==> src/rtl/dsp_16add_uu.sv <==
// dsp_16add_uu: registered unsigned adder, one 32-bit add or two 16-bit adds.
// Define DSP_16ADD_INREG_EN to add an input register stage (2-cycle latency).
module dsp_16add_uu (
  input  logic        clk,
  input  logic        rst_n,
  input  logic        in_valid,
  input  logic        mode,
  input  logic        carry_in,
  input  logic [15:0] A,
  input  logic [15:0] B,
  input  logic [15:0] C,
  input  logic [15:0] D,
  output logic [15:0] Out1,
  output logic [15:0] Out2,
  output logic        carry_out,
  output logic        carry_lo,
  output logic        out_valid
);

  logic [15:0] a_s, b_s, c_s, d_s;
  logic        cin_s, mode_s, vld_s;

`ifdef DSP_16ADD_INREG_EN
  logic [15:0] a_d, a_q, b_d, b_q;
  logic [15:0] c_d, c_q, d_d, d_q;
  logic        cin_d, cin_q;
  logic        mode_d, mode_q;
  logic        vld_d, vld_q;

  // Input stage loads every cycle so in_valid travels with its operands
  always_comb begin
    a_d    = A;
    b_d    = B;
    c_d    = C;
    d_d    = D;
    cin_d  = carry_in;
    mode_d = mode;
    vld_d  = in_valid;
  end

  // Input registers, cleared on reset to drop any in-flight operand
  always_ff @(posedge clk or negedge rst_n) begin
    if (!rst_n) begin
      a_q    <= '0;
      b_q    <= '0;
      c_q    <= '0;
      d_q    <= '0;
      cin_q  <= 1'b0;
      mode_q <= 1'b0;
      vld_q  <= 1'b0;
    end else begin
      a_q    <= a_d;
      b_q    <= b_d;
      c_q    <= c_d;
      d_q    <= d_d;
      cin_q  <= cin_d;
      mode_q <= mode_d;
      vld_q  <= vld_d;
    end
  end

  assign a_s    = a_q;
  assign b_s    = b_q;
  assign c_s    = c_q;
  assign d_s    = d_q;
  assign cin_s  = cin_q;
  assign mode_s = mode_q;
  assign vld_s  = vld_q;
`else
  assign a_s    = A;
  assign b_s    = B;
  assign c_s    = C;
  assign d_s    = D;
  assign cin_s  = carry_in;
  assign mode_s = mode;
  assign vld_s  = in_valid;
`endif

  logic [16:0] lo_sum, hi_sum;
  logic [15:0] out1_d, out1_q;
  logic [15:0] out2_d, out2_q;
  logic        co_d, co_q;
  logic        cl_d, cl_q;
  logic        ov_d, ov_q;

  // Low half first; its carry reaches the high half only in cascaded mode
  always_comb begin
    lo_sum = {1'b0, b_s} + {1'b0, d_s} + {16'd0, cin_s};
    hi_sum = {1'b0, a_s} + {1'b0, c_s}
           + {16'd0, lo_sum[16] & ~mode_s};
    out1_d = out1_q;
    out2_d = out2_q;
    co_d   = co_q;
    cl_d   = cl_q;
    ov_d   = vld_s;
    if (vld_s) begin
      out1_d = hi_sum[15:0];
      out2_d = lo_sum[15:0];
      co_d   = hi_sum[16];
      cl_d   = lo_sum[16];
    end
  end

  // Result registers hold when no valid sample arrives
  always_ff @(posedge clk or negedge rst_n) begin
    if (!rst_n) begin
      out1_q <= '0;
      out2_q <= '0;
      co_q   <= 1'b0;
      cl_q   <= 1'b0;
      ov_q   <= 1'b0;
    end else begin
      out1_q <= out1_d;
      out2_q <= out2_d;
      co_q   <= co_d;
      cl_q   <= cl_d;
      ov_q   <= ov_d;
    end
  end

  assign Out1      = out1_q;
  assign Out2      = out2_q;
  assign carry_out = co_q;
  assign carry_lo  = cl_q;
  assign out_valid = ov_q;

endmodule

==> config.mk <==
export PLATFORM = sky130hd
export DESIGN_NAME = dsp_16add_uu
export DESIGN_NICKNAME = d
export VERILOG_FILES = /design/src/rtl/dsp_16add_uu.sv
export SDC_FILE = /design/constraint.sdc
export NUM_CORES = 1
export LEC_CHECK = 0
export BUFFER_PORTS_ARGS = -buffer_cell sky130_fd_sc_hd__buf_2
export CORE_ASPECT_RATIO = 0.75
export CORE_MARGIN = 2
export CORE_UTILIZATION = 54
export DETAILED_ROUTE_END_ITERATION = 8
export HOLD_SLACK_MARGIN = 0.02
export PLACE_DENSITY = 0.86
export SYNTH_ARGS = -nofsm -noshare
export SYNTH_HDL_FRONTEND = slang
export SYNTH_SLANG_ARGS = --single-unit
==> constraint.sdc <==
create_clock -name clk -period 2 [get_ports clk]
set_input_delay 0.2 -clock clk [delete_from_list [all_inputs] [get_ports clk]]
set_output_delay 0.2 -clock clk [all_outputs]
set_load 0.1 [all_outputs]
==> results of run 1 <==
[flip-flops by register name, indices dropped and copies added, names as in the netlist]
signal and flops:
out_valid 1, carry_out 1, Out2 16, carry_lo 1
Out1 16
[through the flow]
step / power [mW] / area [sq um] / hold slack [ps] / util / setup slack (ps)
after CTS: 3.70 / 4030 / 30.8 / 0.808 / -1520
after floorplan: 2.56 / 2870 / -95.6 / - / -1640
final: 3.78 / 4130 / 6.00 / 0.830 / -1660
after global placement: 3.02 / 3810 / 339 / 0.764 / -1870
after global routing: 3.92 / 4130 / 69.3 / 0.830 / -1780
after detailed placement: 3.06 / 3810 / 339 / 0.764 / -2040
[power by group through the flow]
stage / clock [mW] / sequential, mW / combinational [mW]
after global routing: 0.626 / 0.948 / 2.35
after CTS: 0.589 / 0.932 / 2.18
after global placement: 0 / 0.939 / 2.08
after floorplan: 0 / 1.99 / 0.567
after detailed placement: 0 / 0.943 / 2.12
final: 0.601 / 0.936 / 2.25
[critical path, delay by kind of cell]
kind	cells	cell delay, ps
xor+xnor	1	160
simple gates	2	390
fa+ha+maj	4	1330
compound gates	8	1270
buf+inv	6	520
[routing by layer]
metal	GRT usage	vias up
li1	-	1459
met1	0.394	1427
met2	0.469	137
met3	0.0483	15
met4	0.0692	0
met5	0	-
[path summary, 6_finish.rpt]
kind	startpoint	to	slack, ps
worst max-delay path	B[0]	Out1[8]	-1660
worst min-delay path	rst_n	out_valid	6
worst max register to register	Out1[15]	Out1[15]	1100
worst min register to register	Out2[0]	Out2[0]	490
max in group asynchronous	rst_n	Out2[8]	1470
min in group clk	C[15]	carry_out	280
[cells in the final DEF, fill, tap and decap left out, drive strengths merged, types with 4 or more instances in the layout]
cell type and instances:
o31a 4, a21o 9, ha 30, nand2 25
a211oi 6, fa 4, o21ai 24, o21a 9
buf 163, xnor2 12, inv 13, dfrtp 35
nor2 30, nor3 5, xor2 4, o31ai 4
nor2b 5, mux2 13, a21oi 27, nand3 6
clkbuf 7, a31oi 4
[what timing repair did]
action | in CTS | in global routing
setup endpoints to repair | 20 | 22
resized for setup | 18 | 14
pin swaps | 26 | 16
setup buffers | 6 | 7
[cell type report]
class | instances | area [sq um] | area share
Multi-Input combinational cell | 255 | 2000 | 0.485
Inverter | 13 | 58.8 | 0.0142
Clock buffer | 7 | 96.3 | 0.0233
Timing Repair Buffer | 163 | 1000 | 0.242
Tap cell | 72 | 90.1 | 0.0218
Sequential cell | 35 | 876 | 0.212
Clock inverter | 1 | 7.51 | 0.00182
[logic make-up (layout without fill, tap and decap cells)]
kind of cell	count (synthesis)	in the layout	synth area share
AO/OA/AOI/OAI	106	106	0.260
AND/OR/NAND/NOR	83	83	0.131
flip-flops	35	35	0.308
adder cells (fa/ha/maj)	34	34	0.160
buffers and inverters	22	184	0.0295
XOR/XNOR	16	16	0.0493
multiplexers	16	16	0.0620
==> out/metrics.cfg, run 1 <==
[timing]
period_share = 1.83
final-setup-viol-count = 19
final-max-slew-violation-count = 0
finalWorstSetupSlack_ps = -1660
setup_total_negative_slack_ps = -22990
timing.fmax_mhz = 274
worst_tran_pin_value_ps = 835
finalClockSkew_ps = 0
final.min_clock_period_ps = 3660
rsz0062_at_grt = yes
slew_headroom = 0.444
hold_fails_final_rpt = 0

[grt]
grt_pass1_wl_mm = 12.9
via_count_of_the_first_global_routing_pass = 2872
grt_start_max_net_pins = 36
grt_remaining_overflow = 0
grt_antenna_before_repair = 0
track_usage = 0.286

[yosys]
syn_inst = 312
ys_seq_elements = 35
yosys-top-cells-area = sky130_fd_sc_hd__dfrtp_1 31%, sky130_fd_sc_hd__ha_1 13%, sky130_fd_sc_hd__mux2_2 5.1%
ffs_w_async_s_r_synth = 1.00
yosys_warnings = 0
syn_area_per_cell_sq_um = 9.12
synth_edf_count = 0
synth.cell_area_sq_um = 2840
post-synth-top-count-cell = sky130_fd_sc_hd__dfrtp_1
synth_top_area_frac = 0.308
post-synth-top-area-cell = sky130_fd_sc_hd__dfrtp_1
yosysUniqueCellTypes = 47
ys_seq_area_frac = 0.308
syn-num-nets = 415
synth.top_cells.by_count = 35 x sky130_fd_sc_hd__dfrtp_1, 30 x sky130_fd_sc_hd__ha_1, 30 x sky130_fd_sc_hd__nor2_1, 25 x sky130_fd_sc_hd__nand2_1, 24 x sky130_fd_sc_hd__a21oi_1
synth_top_flop_cell = sky130_fd_sc_hd__dfrtp_1

[floorplan]
fp.coreArea_sq_um = 4980
placementRows = 22
design.die.area_sq_um = 5870
fp.dieW_microns = 87.8
initial_utilization = 0.571
top_level_ports = 104
dieHeight_microns = 66.9

[routing]
vias_per_cell = 5.56
met2RoutedLength_mm = 4.10
drt_pre_antenna_iters = 4
detail_route_antenna_nets = 0
drt-wirelength-per-cell_microns = 15.7
routed_wl_mm = 8.57
drt_drc_violations_left = 0
met1Wirelength_mm = 3.71
num_vias = 3038
wl_met3_microns = 630
uppermost_metal_layer_occupied_by_signal_nets = met4
number_of_violations_reported_at_the_end_of_detailed_routing_iteration_0 = 189

[hold_path]
hold_wc_path_type = primary input to async pin

[layout]
insertedDiodeCount = 0
fin_nets = 576
proportion_of_layout_cells_with_a_drive_suffix_above_1 = 0.454
area_growth_pct = 45.4
instances_no_fill = 546
layout_fillers = 291

[pwr]
ir_drop_mv = 0.964
power.share.combinational = 0.594
power.static_leakage_nw = 2.04
cellInternalPower_mw = 1.78
power_density_nw_per_um2 = 915
sw_frac_of_total = 0.529
pwr-share-clk = 0.159
power.share.sequential = 0.247
sw_pwr_mw = 2.00

[clocking]
ctsHtreeMaxLevel = 2
clk_root_buffer_cell = sky130_fd_sc_hd__clkbuf_8
ctsLongestPathBuffers = 2
cts.clk_slew.worst_paths_ps = 80
tritoncts = done
tritoncts.num_buffers = 5
worstSkewPairLatency_ps = 290
clock_sink_count = 35
holdBufCountCts = 0

[placement]
gp_routability_congestion = 0.883
portBuffers = 103
detailed_place_hpwl_mm = 6.17
placed_cells_incl_taps = 527

[worst_setup_path]
worst_path_fanout_max = 3
critical_path.most_common_cell = sky130_fd_sc_hd__fa_2
setup.worst_path.class = primary input to flip-flop
critical_path.cell_chain = buf_6 > inv_4 > fa_2 > inv_2 > fa_2 > a211oi_2 > o21bai_1 > a21o_1 > a21oi_2 > o31a_1 > or2_1 > fa_2 > fa_2 > nor2b_2 > o31a_1 > buf_4 > buf_6 > buf_6 > o31ai_4 > xor2_1 > a21oi_1
critPathLaunchType = primary input
required_ps = 2220
critPathCaptureType = flip-flop
max_stage_delay_ps = 390
cpMaxStageDelayCell = sky130_fd_sc_hd__fa_2
r2r.worst_path.cells = 1
timing.critical_path.arrival_ps = 3880

[run]
max_cap_viol_count = 0

[outcome]
outcome = complete, but fails checks
failing_checks = negative setup slack

Power figures use the tool's default switching activity.
==> run 2, diff against run 1 <==
--- a/config.mk
+++ b/config.mk
@@ -6,12 +6,14 @@
 export NUM_CORES = 1
 export LEC_CHECK = 0
 export BUFFER_PORTS_ARGS = -buffer_cell sky130_fd_sc_hd__buf_2
+export CELL_PAD_IN_SITES_DETAIL_PLACEMENT = 1
+export CELL_PAD_IN_SITES_GLOBAL_PLACEMENT = 1
 export CORE_ASPECT_RATIO = 0.75
 export CORE_MARGIN = 2
-export CORE_UTILIZATION = 54
+export CORE_UTILIZATION = 30
 export DETAILED_ROUTE_END_ITERATION = 8
 export HOLD_SLACK_MARGIN = 0.02
-export PLACE_DENSITY = 0.86
+export PLACE_DENSITY_LB_ADDON = 0.1
 export SYNTH_ARGS = -nofsm -noshare
 export SYNTH_HDL_FRONTEND = slang
 export SYNTH_SLANG_ARGS = --single-unit
==> constraint.sdc (replaced) <==
create_clock -name clk -period 2 [get_ports clk]
set_input_delay 0.3 -clock clk [delete_from_list [all_inputs] [get_ports clk]]
set_output_delay 0.3 -clock clk [all_outputs]
set_load 0.1 [all_outputs]
==> run 2 against run 1 <==
The flow still finishes with violations (negative setup slack). Die area grew 75%. Register-to-register slack is essentially flat. Global-route usage fell by 8.7 points. Setup slack got worse by 32 ps. Clock skew did not move. Combinational power grew 3%. Wire length up 13%. Fmax decreased by 0.86%. Power grew 10%. Clock power is 51% higher. Clock-buffer cell count down 1. Core utilization is 34 points lower. Largest power group unchanged.
==> out/metrics.cfg, run 2 (synthesis gave the netlist of run 1 again) <==
[outcome]
outcome = complete, but fails checks
failing_checks = negative setup slack

[routing]
vias_per_cell = 4.85  ; -13%
detail_route_antenna_nets = 0  ; unchanged
num_vias = 3048  ; +0.33%
drt_drc_violations_left = 0  ; unchanged
routed_wl_mm = 9.65  ; +13%
drt-wirelength-per-cell_microns = 15.4  ; -2.2%
drt_pre_antenna_iters = 4  ; unchanged
number_of_violations_reported_at_the_end_of_detailed_routing_iteration_0 = 74  ; -61%

[layout]
layout_fillers = 1092  ; +280%
proportion_of_layout_cells_with_a_drive_suffix_above_1 = 0.482  ; +0.0284
final_cell_mix = 100 x sky130_fd_sc_hd__buf_2, 78 x sky130_fd_sc_hd__buf_4, 35 x sky130_fd_sc_hd__dfrtp_1
insertedDiodeCount = 0  ; unchanged
fin_nets = 603  ; +4.7%
area_growth_pct = 58.6
mostFrequentLayoutCell = sky130_fd_sc_hd__buf_2

[timing]
setup_total_negative_slack_ps = -24210  ; -1220 ps
rsz0062_at_grt = yes
final.min_clock_period_ps = 3690  ; +31.7 ps
hold_fails_final_rpt = 0  ; unchanged
period_share = 1.84  ; +0.0158
finalWorstSetupSlack_ps = -1690  ; -31.7 ps
finalClockSkew_ps = 0  ; unchanged
worst_tran_pin_value_ps = 499  ; -336 ps
timing.fmax_mhz = 271  ; -0.86%
slew_headroom = 0.670  ; +0.226
final-setup-viol-count = 22  ; +3
hold_slack_ps = 208  ; +202 ps
final-max-slew-violation-count = 0  ; unchanged

[clocking]
ctsLongestPathBuffers = 2  ; unchanged
tritoncts = done
clk_root_buffer_cell = sky130_fd_sc_hd__clkbuf_16
ctsHtreeMaxLevel = 2  ; unchanged
worstSkewPairLatency_ps = 280  ; about the same
clock_sink_count = 35  ; unchanged
cts.clk_slew.worst_paths_ps = 60  ; -20 ps
tritoncts.num_buffers = 5  ; unchanged

[floorplan]
dieHeight_microns = 88.3  ; +32%
fp.coreArea_sq_um = 9120  ; +83%
placementRows = 30  ; +36%
fp.dieW_microns = 116  ; +33%
initial_utilization = 0.312  ; -0.259
design.die.area_sq_um = 10300  ; +75%
top_level_ports = 104  ; unchanged

[worst_setup_path]
crit-reg2reg-capture = Out1[15]
critPathLaunchType = primary input
reg2reg_from = Out1[15]
worst_path_fanout_max = 3  ; unchanged
critical_path.startpoint = B[0]
timing.critical_path.to = Out1[6]
critPathCaptureType = flip-flop
regToRegSetupSlack_ps = 1090  ; about the same
timing.critical_path.arrival_ps = 3860  ; -20 ps
r2r.worst_path.cells = 1  ; unchanged
required_ps = 2170  ; -50 ps
setup.worst_path.class = primary input to flip-flop

[grt]
grt_antenna_before_repair = 0  ; unchanged
track_usage = 0.198  ; -0.0871
via_count_of_the_first_global_routing_pass = 3145  ; +9.5%
grt_remaining_overflow = 0  ; unchanged
grt_pass1_wl_mm = 15.9  ; +23%
grt_start_max_net_pins = 36  ; unchanged

[run]
max_cap_viol_count = 0  ; unchanged

[placement]
detailed_place_hpwl_mm = 7.46  ; +21%
portBuffers = 103  ; unchanged
gp_routability_congestion = 0.790  ; -11%

[pwr]
power.static_leakage_nw = 2.20  ; +8.0%
ir_drop_mv = 0.631  ; -35%
power_density_nw_per_um2 = 923  ; +0.86%
total_power_mw = 4.16  ; +10%

[hold_path]
hold_wc_path_type = primary input to flip-flop

[run 2: worst min-delay path by stage]
stage | cells after the start | start | endpoint | slack, ps
floorplan | 0 | rst_n | Out1[0] | 4
global placement | 2 | rst_n | Out2[9] | 290
detailed placement | 2 | rst_n | Out2[9] | 290
CTS | 1 | in_valid | out_valid | 210
global route | 1 | in_valid | out_valid | 210
finish | 1 | in_valid | out_valid | 210
[run 2: timing repair]
action	in CTS	in global routing
hold buffers	1	0
pin swaps	29	12
setup buffers	9	10
endpoints found under the setup margin	22	22
endpoints found under the hold margin	35	0
resized for setup	24	13
[run 2: where the power goes]
group / switching (mW) / internal [mW]
clock network: 0.324 / 0.583
logic: 1.65 / 0.671
registers: 0.0835 / 0.852
[run 2: critical path: stages]
cell and delay, ps:
sky130_fd_sc_hd__buf_6 70, sky130_fd_sc_hd__inv_2 30, sky130_fd_sc_hd__fa_2 380, sky130_fd_sc_hd__inv_2 60, sky130_fd_sc_hd__fa_2 220, sky130_fd_sc_hd__a211oi_4 80
sky130_fd_sc_hd__o21bai_1 160, sky130_fd_sc_hd__a21o_1 170, sky130_fd_sc_hd__a21oi_2 60, sky130_fd_sc_hd__o31a_1 310, sky130_fd_sc_hd__or2_1 230, sky130_fd_sc_hd__fa_2 350
sky130_fd_sc_hd__fa_2 380, sky130_fd_sc_hd__nor2b_4 140, sky130_fd_sc_hd__o31a_1 230, sky130_fd_sc_hd__buf_4 150, sky130_fd_sc_hd__o21a_1 120, sky130_fd_sc_hd__nor2_2 50
sky130_fd_sc_hd__xnor2_1 110, sky130_fd_sc_hd__mux2_4 250
[run 2: area by class of cell]
cell class	instances	area, sq um	area share
Tap cell	128	160	0.0355
Sequential cell	35	876	0.194
Timing Repair Buffer	190	1230	0.272
Clock inverter	1	30.0	0.00666
Clock buffer	6	129	0.0286
Multi-Input combinational cell	255	2030	0.450
Inverter	13	58.8	0.0130
[run 2: per-stage QoR]
step                      cell area (sq um)  setup slack (ps)   util  cells
final                                  4510             -1690  0.495    628
after floorplan                        2870             -1740      -    312
after CTS                              4370             -1680  0.480    619
after global placement                 4040             -2050  0.443    603
after global routing                   4510             -1850  0.495    628
after detailed placement               4040             -2160  0.443    603
[run 2: per-layer routing]
metal	routed length, microns	GRT usage	vias up
li1	-	-	1515
met1	4890	0.291	1452
met2	4200	0.309	77
met3	525	0.0425	4
met4	29	0.0260	0
met5	0	0	-
